## config.mk

```make
export PLATFORM = sky130hd
export DESIGN_NAME = setup_latch_bank
export DESIGN_NICKNAME = d
export VERILOG_FILES = /design/src/rtl/setup_latch_bank.sv
export SDC_FILE = /design/constraint.sdc
export NUM_CORES = 1
export LEC_CHECK = 0
export BUFFER_PORTS_ARGS = -buffer_cell sky130_fd_sc_hd__clkbuf_2
export CAP_MARGIN = 40
export CORE_MARGIN = 5
export CORE_UTILIZATION = 54
export DETAILED_ROUTE_END_ITERATION = 8
export PLACE_DENSITY = 0.84
export SYNTH_ARGS = -nofsm -noshare
export SYNTH_HDL_FRONTEND = slang
export SYNTH_SLANG_ARGS = --single-unit
```

## constraint.sdc

```tcl
create_clock -name clk -period 4.2 [get_ports clk]
set_clock_uncertainty 0.2 [all_clocks]
set_input_delay 0.63 -clock clk [delete_from_list [all_inputs] [get_ports clk]]
set_output_delay 0.63 -clock clk [all_outputs]
set_load 0.02 [all_outputs]
```

## src/rtl/setup_latch_bank.sv

```systemverilog
// setup_latch_bank: double-buffered game-setup settings latch.
// Writes land in shadows; commit copies all of them to the active set at once.
module setup_latch_bank #(
    parameter int DATA_SIZE = 5,
    parameter int CHANNELS  = 4
) (
    input  logic                          clk,
    input  logic                          rst,
    input  logic [CHANNELS-1:0]           wr_en,
    input  logic [CHANNELS*DATA_SIZE-1:0] wr_data,
    input  logic                          commit,
    input  logic                          discard,
    input  logic                          lock,
    input  logic                          unlock,
    output logic [CHANNELS*DATA_SIZE-1:0] data_out,
    output logic [CHANNELS*DATA_SIZE-1:0] shadow_out,
    output logic                          pending,
    output logic                          locked,
    output logic                          commit_done,
    output logic [CHANNELS-1:0]           changed,
    output logic                          wr_drop
);

    localparam int W = CHANNELS * DATA_SIZE;

    typedef enum logic [1:0] {
        ST_OPEN,
        ST_PENDING,
        ST_LOCKED
    } state_t;

    state_t state_q, state_d;

    logic [W-1:0]        shadow_q, shadow_d;
    logic [W-1:0]        active_q, active_d;
    logic [CHANNELS-1:0] changed_q, changed_d;
    logic                commit_done_q, commit_done_d;
    logic                wr_drop_q, wr_drop_d;

    logic                any_wr;
    logic                do_commit;
    logic                do_write;
    logic                do_discard;
    logic                drop;
    logic [W-1:0]        wr_mask;
    logic [W-1:0]        merged;
    logic [CHANNELS-1:0] differs;

    assign any_wr = |wr_en;

    // Expand per-channel strobes into a bit mask and compare shadow vs active
    always_comb begin
        wr_mask = '0;
        differs = '0;
        for (int i = 0; i < CHANNELS; i++) begin
            wr_mask[i*DATA_SIZE +: DATA_SIZE] = {DATA_SIZE{wr_en[i]}};
            differs[i] = shadow_q[i*DATA_SIZE +: DATA_SIZE]
                         != active_q[i*DATA_SIZE +: DATA_SIZE];
        end
    end

    assign merged = (shadow_q & ~wr_mask) | (wr_data & wr_mask);

    // State register
    always_ff @(posedge clk or posedge rst) begin
        if (rst) begin
            state_q <= ST_OPEN;
        end else begin
            state_q <= state_d;
        end
    end

    // Next-state: lock > unlock > commit > discard > write
    always_comb begin
        state_d = state_q;
        unique case (state_q)
            ST_OPEN: begin
                if (lock) begin
                    state_d = ST_LOCKED;
                end else if (any_wr) begin
                    state_d = ST_PENDING;
                end
            end
            ST_PENDING: begin
                if (lock) begin
                    state_d = ST_LOCKED;
                end else if (commit) begin
                    state_d = any_wr ? ST_PENDING : ST_OPEN;
                end else if (discard) begin
                    state_d = ST_OPEN;
                end
            end
            ST_LOCKED: begin
                if (!lock && unlock) begin
                    state_d = ST_OPEN;
                end
            end
            default: state_d = ST_OPEN;
        endcase
    end

    // Actions per state; a commit snapshots the shadow before same-cycle writes
    always_comb begin
        do_commit  = 1'b0;
        do_write   = 1'b0;
        do_discard = 1'b0;
        drop       = 1'b0;
        unique case (state_q)
            ST_OPEN: begin
                if (lock) begin
                    drop = any_wr;
                end else begin
                    do_write = any_wr;
                end
            end
            ST_PENDING: begin
                if (lock) begin
                    do_commit = 1'b1;
                    drop      = any_wr;
                end else if (commit) begin
                    do_commit = 1'b1;
                    do_write  = any_wr;
                end else if (discard) begin
                    do_discard = 1'b1;
                    drop       = any_wr;
                end else begin
                    do_write = any_wr;
                end
            end
            ST_LOCKED: begin
                drop = any_wr;
            end
            default: begin
                drop = 1'b0;
            end
        endcase
    end

    // Next values for the datapath and the one-cycle pulses
    always_comb begin
        active_d      = do_commit ? shadow_q : active_q;
        shadow_d      = shadow_q;
        if (do_discard) begin
            shadow_d = active_q;
        end else if (do_write) begin
            shadow_d = merged;
        end
        changed_d     = do_commit ? differs : '0;
        commit_done_d = do_commit;
        wr_drop_d     = drop;
    end

    // Datapath and pulse registers
    always_ff @(posedge clk or posedge rst) begin
        if (rst) begin
            shadow_q      <= '0;
            active_q      <= '0;
            changed_q     <= '0;
            commit_done_q <= 1'b0;
            wr_drop_q     <= 1'b0;
        end else begin
            shadow_q      <= shadow_d;
            active_q      <= active_d;
            changed_q     <= changed_d;
            commit_done_q <= commit_done_d;
            wr_drop_q     <= wr_drop_d;
        end
    end

    assign data_out    = active_q;
    assign shadow_out  = shadow_q;
    assign pending     = (state_q == ST_PENDING);
    assign locked      = (state_q == ST_LOCKED);
    assign commit_done = commit_done_q;
    assign changed     = changed_q;
    assign wr_drop     = wr_drop_q;

endmodule

```

-- Yosys cells after proc, flatten, opt, wreduce, memory -nomap -nowiden
Index checks and enable logic that the tools add are counted.
- bits in registers: 48
- latch bits: 0
- RAM bits: 0
- memory bits (read-only): 0
- input port bits: 30
- output and inout bits: 48
- logic and storage cells: 53
- memories kept: 0
- $add $sub $neg: 0
- multipliers: 0
- divide/modulo/power cells: 0
- $lt $le $gt $ge: 0
- equal/unequal tests: 9
- shift-type cells: 0
- muxes and demuxes: 28
- bitwise operators: 4
- reductions and logical operators: 6
- operators with widths (kind ; number):
    AND 20 bit ; 2
    two-way mux 20 bit ; 2
    inequality test 5 bit ; 4
    NOT 20 bit ; 1
    OR 20 bit ; 1
    two-way mux 1 bit ; 16
    two-way mux 2 bit ; 6
    case mux 2 bit (3 select lines) ; 1
    two-way mux 4 bit ; 1
    inequality test 4 bit (second input constant) ; 1
    OR reduction 4 bit ; 1
    inequality test 3 bit (second input constant) ; 1
    case mux 1 bit (3 select lines) ; 1
    AND reduction 3 bit ; 1
    equality test 2 x 1 -> 1 bit (second input constant) ; 1
    equality test 2 bit (second input constant) ; 1
    zero test 2 bit ; 1
    inequality test 2 x 1 -> 1 bit (second input constant) ; 1
    case mux 1 bit (2 select lines) ; 1
    nonzero test 2 bit ; 1
    logical AND 1 bit ; 1
    zero test 1 bit ; 1

-- Longest topological paths before layout
- depth in word-level cells: 7
- mapped depth: 5
- gate-level depth less buffers: 4

-- Least setup slack after synthesis
Ideal clock, no wire load.
- kind: input-to-reg
- from: input port lock
- to: register (tool-made name)
- setup time: 82 ps
- arrival: 1746 ps
- data required time: 3918 ps
- slack: 2172 ps
- stages: 5
- path buffers: 2
- cell sequence: buf_2 > or3b_1 > buf_6 > or3b_1 > a31oi_1
- RTL lines (what ; RTL line ; text):
    from (decl) ; 13 ; input logic lock,

==> impl_metrics.json <==
{
  "grt_overflow": 0,
  "crit_family": "simple AND/OR/NAND/NOR gates",
  "slew_headroom": 0.607,
  "avgSynthCellArea_um2": 10.9,
  "drtIter0Drc": 172,
  "outcome": "finished, final reports clean",
  "setup_tns_ns": 0,
  "worst_pin_slew_ns": 0.590,
  "grt_use_total": 0.198,
  "die-area_um2": 5870,
  "avgRoutedWirePerCell_um": 16.6,
  "cp_cell_sequence": "clkbuf_2 -> or3b_1 -> or3b_1 -> a31oi_1",
  "holdBufCountCts": 0,
  "crit_slowest_cell": "or3b_1",
  "root_buffer": "clkbuf_8",
  "final_common_cell": "clkbuf_2",
  "fp.coreArea_um2": 4320,
  "htree_levels": 2,
  "area_growth_pct": 23.4,
  "synth_area_um2": 2400,
  "finalMaxSlewViolations": 0,
  "cts_resized": 0,
  "grt_pass1_vias": 1933,
  "ant_nets": 0,
  "r2r_slack_ns": 2.26,
  "die_y_um": 76.6,
  "start_util": 0.554,
  "ios": 78,
  "critical_path_class": "input port to flip-flop",
  "drive_gt1_frac": 0.366,
  "wl_mm": 5.68,
  "finalSetupViolCount": 0,
  "peakVddDrop_v": 0.000347,
  "required_ns": 4.22,
  "die_w_um": 76.6,
  "antenna_found_initial": 0,
  "cts_made_buffers": 5,
  "power.density_nw_per_um2": 635,
  "yosys_warnings": 0,
  "p_leak_uw": 0.00140,
  "clock-sinks": 48,
  "cts_tree": "built",
  "final_cell_mix": "clkbuf_2 (77), dfrtp_1 (48), or3b_1 (24), a31oi_1 (24), nor3_1 (23)",
  "ys_seq_area_frac": 0.501,
  "synthCells": 219,
  "fillers": 331,
  "crit_top_cell": "or3b_1",
  "max_stage_delay_ns": 0.63,
  "crit_fanout": 29,
  "rsz0062_at_grt": "false",
  "vias_per_cell": 5.77,
  "path_clk_slew_ns": 0.08,
  "num_rows": 24,
  "drc": 0,
  "dp_cells": 334,
  "cp.depth": 4,
  "cts.path.max_buffers": 2,
  "startpoint": "lock",
  "ys_types": 27,
  "post-route-period-util": 0.527,
  "yosys_register_bits": 48,
  "fmax_ghz": 0.452,
  "synth_nets": 249,
  "min_period_ns": 2.21,
  "min-delay-path-class": "input port to async pin",
  "post_cts_buffers": 0,
  "final_cells": 342,
  "cp.arrival_ns": 2.23,
  "diodes": 0,
  "crit_path_start_kind": "input port",
  "r2r_start": "state_q[1]",
  "gp_congestion": 0.806,
  "dp_hpwl_mm": 4.10,
  "endpoint_kind": "flip-flop",
  "dr_total_vias": 1975,
  "hold_violations": 0,
  "drv_cap": 0,
  "port_buffers": 77,
  "fin_nets": 319,
  "grt_pass1_wl_mm": 9.51,
  "critPathBufInv": 1,
  "clk_latency_ns": 0.29,
  "ff2ff_path_depth": 3,
  "dr.pass1.iters": 4,
  "grt_max_degree": 32
}
## synthesized netlist by cell type (all sizes together)
| library cell | instances | area (um^2) |
|---|---|---|
| and3b | 1 | 8.76 |
| a2111oi | 2 | 17.5 |
| and2b | 1 | 7.51 |
| a31oi | 24 | 150 |
| dfrtp | 48 | 1200 |
| mux2 | 20 | 225 |
| xor2 | 9 | 78.8 |
| a21oi | 3 | 15.0 |
| o21bai | 1 | 7.51 |
| nor3 | 23 | 115 |
| or2 | 1 | 6.26 |
| buf | 9 | 55.1 |
| xnor2 | 7 | 61.3 |
| nor2b | 3 | 18.8 |
| nand2b | 5 | 31.3 |
| nor4 | 1 | 6.26 |
| o2111a | 1 | 11.3 |
| o21ai | 21 | 105 |
| clkbuf | 9 | 33.8 |
| or3b | 24 | 210 |
| nand4bb | 1 | 11.3 |
| inv | 5 | 18.8 |
## stage by stage
step | hold WS, ns | utilization | power [uW] | area, um^2 | worst slack (ns)
after global placement | 0.312 | 0.640 | 1500 | 2770 | 1.51
after CTS | 0.129 | 0.684 | 1890 | 2960 | 2.00
after floorplan | 0.286 | - | 1260 | 2400 | 2.17
after global routing | 0.163 | 0.684 | 1990 | 2960 | 1.92
final | 0.118 | 0.684 | 1880 | 2960 | 1.99
after detailed placement | 0.322 | 0.655 | 1530 | 2830 | 1.73
## logic make-up after synthesis
family	synth area share
DFF	0.501
AOI/OAI and AO/OA	0.128
buffers and inverters	0.0449
muxes	0.0940
and+or+nand+nor	0.173
xor gates and xnor gates	0.0585
## where the power goes
group	switching, uW	internal (uW)	leakage [uW]	total, uW
combinational	403	307	0.000739	710
sequential	189	619	0.000601	808
clock	149	210	0.0000645	359
## metal layers
| metal | routed length [um] | up-vias | track usage |
|---|---|---|---|
| met4 | 89 | 0 | 0.0664 |
| met1 | 2330 | 968 | 0.246 |
| met5 | 0 | - | 0 |
| met2 | 3010 | 50 | 0.342 |
| li1 | - | 947 | - |
| met3 | 244 | 10 | 0.0390 |
## how the worst min path moves through the flow
stage               start          end  slack [ns]  cells after the start
3_5_place_dp   state_q[0]   state_q[1]        0.32                      1
2_1_floorplan  state_q[0]   state_q[1]        0.29                      1
4_1_cts               rst    async pin        0.13                      2
3_3_place_gp   state_q[0]   state_q[1]        0.31                      1
6_report              rst    async pin        0.12                      2
5_1_grt               rst  data_out[9]        0.16                      2
## cell type report
type / instances / area [um^2] / area share
Multi-Input combinational cell: 148 / 1090 / 0.369
Inverter: 5 / 18.8 / 0.00635
Clock inverter: 1 / 30.0 / 0.0102
Sequential cell: 48 / 1200 / 0.406
Tap cell: 52 / 65.1 / 0.0220
Timing Repair Buffer: 81 / 455 / 0.154
Clock buffer: 7 / 96.3 / 0.0326
## worst reg2reg max path, stage by stage (launching register included)
cell	delay [ns]
dfrtp_1	0.48
or3b_1	0.57
or3b_1	0.44
a31oi_1	0.18
Power figures use the tool's default switching activity.
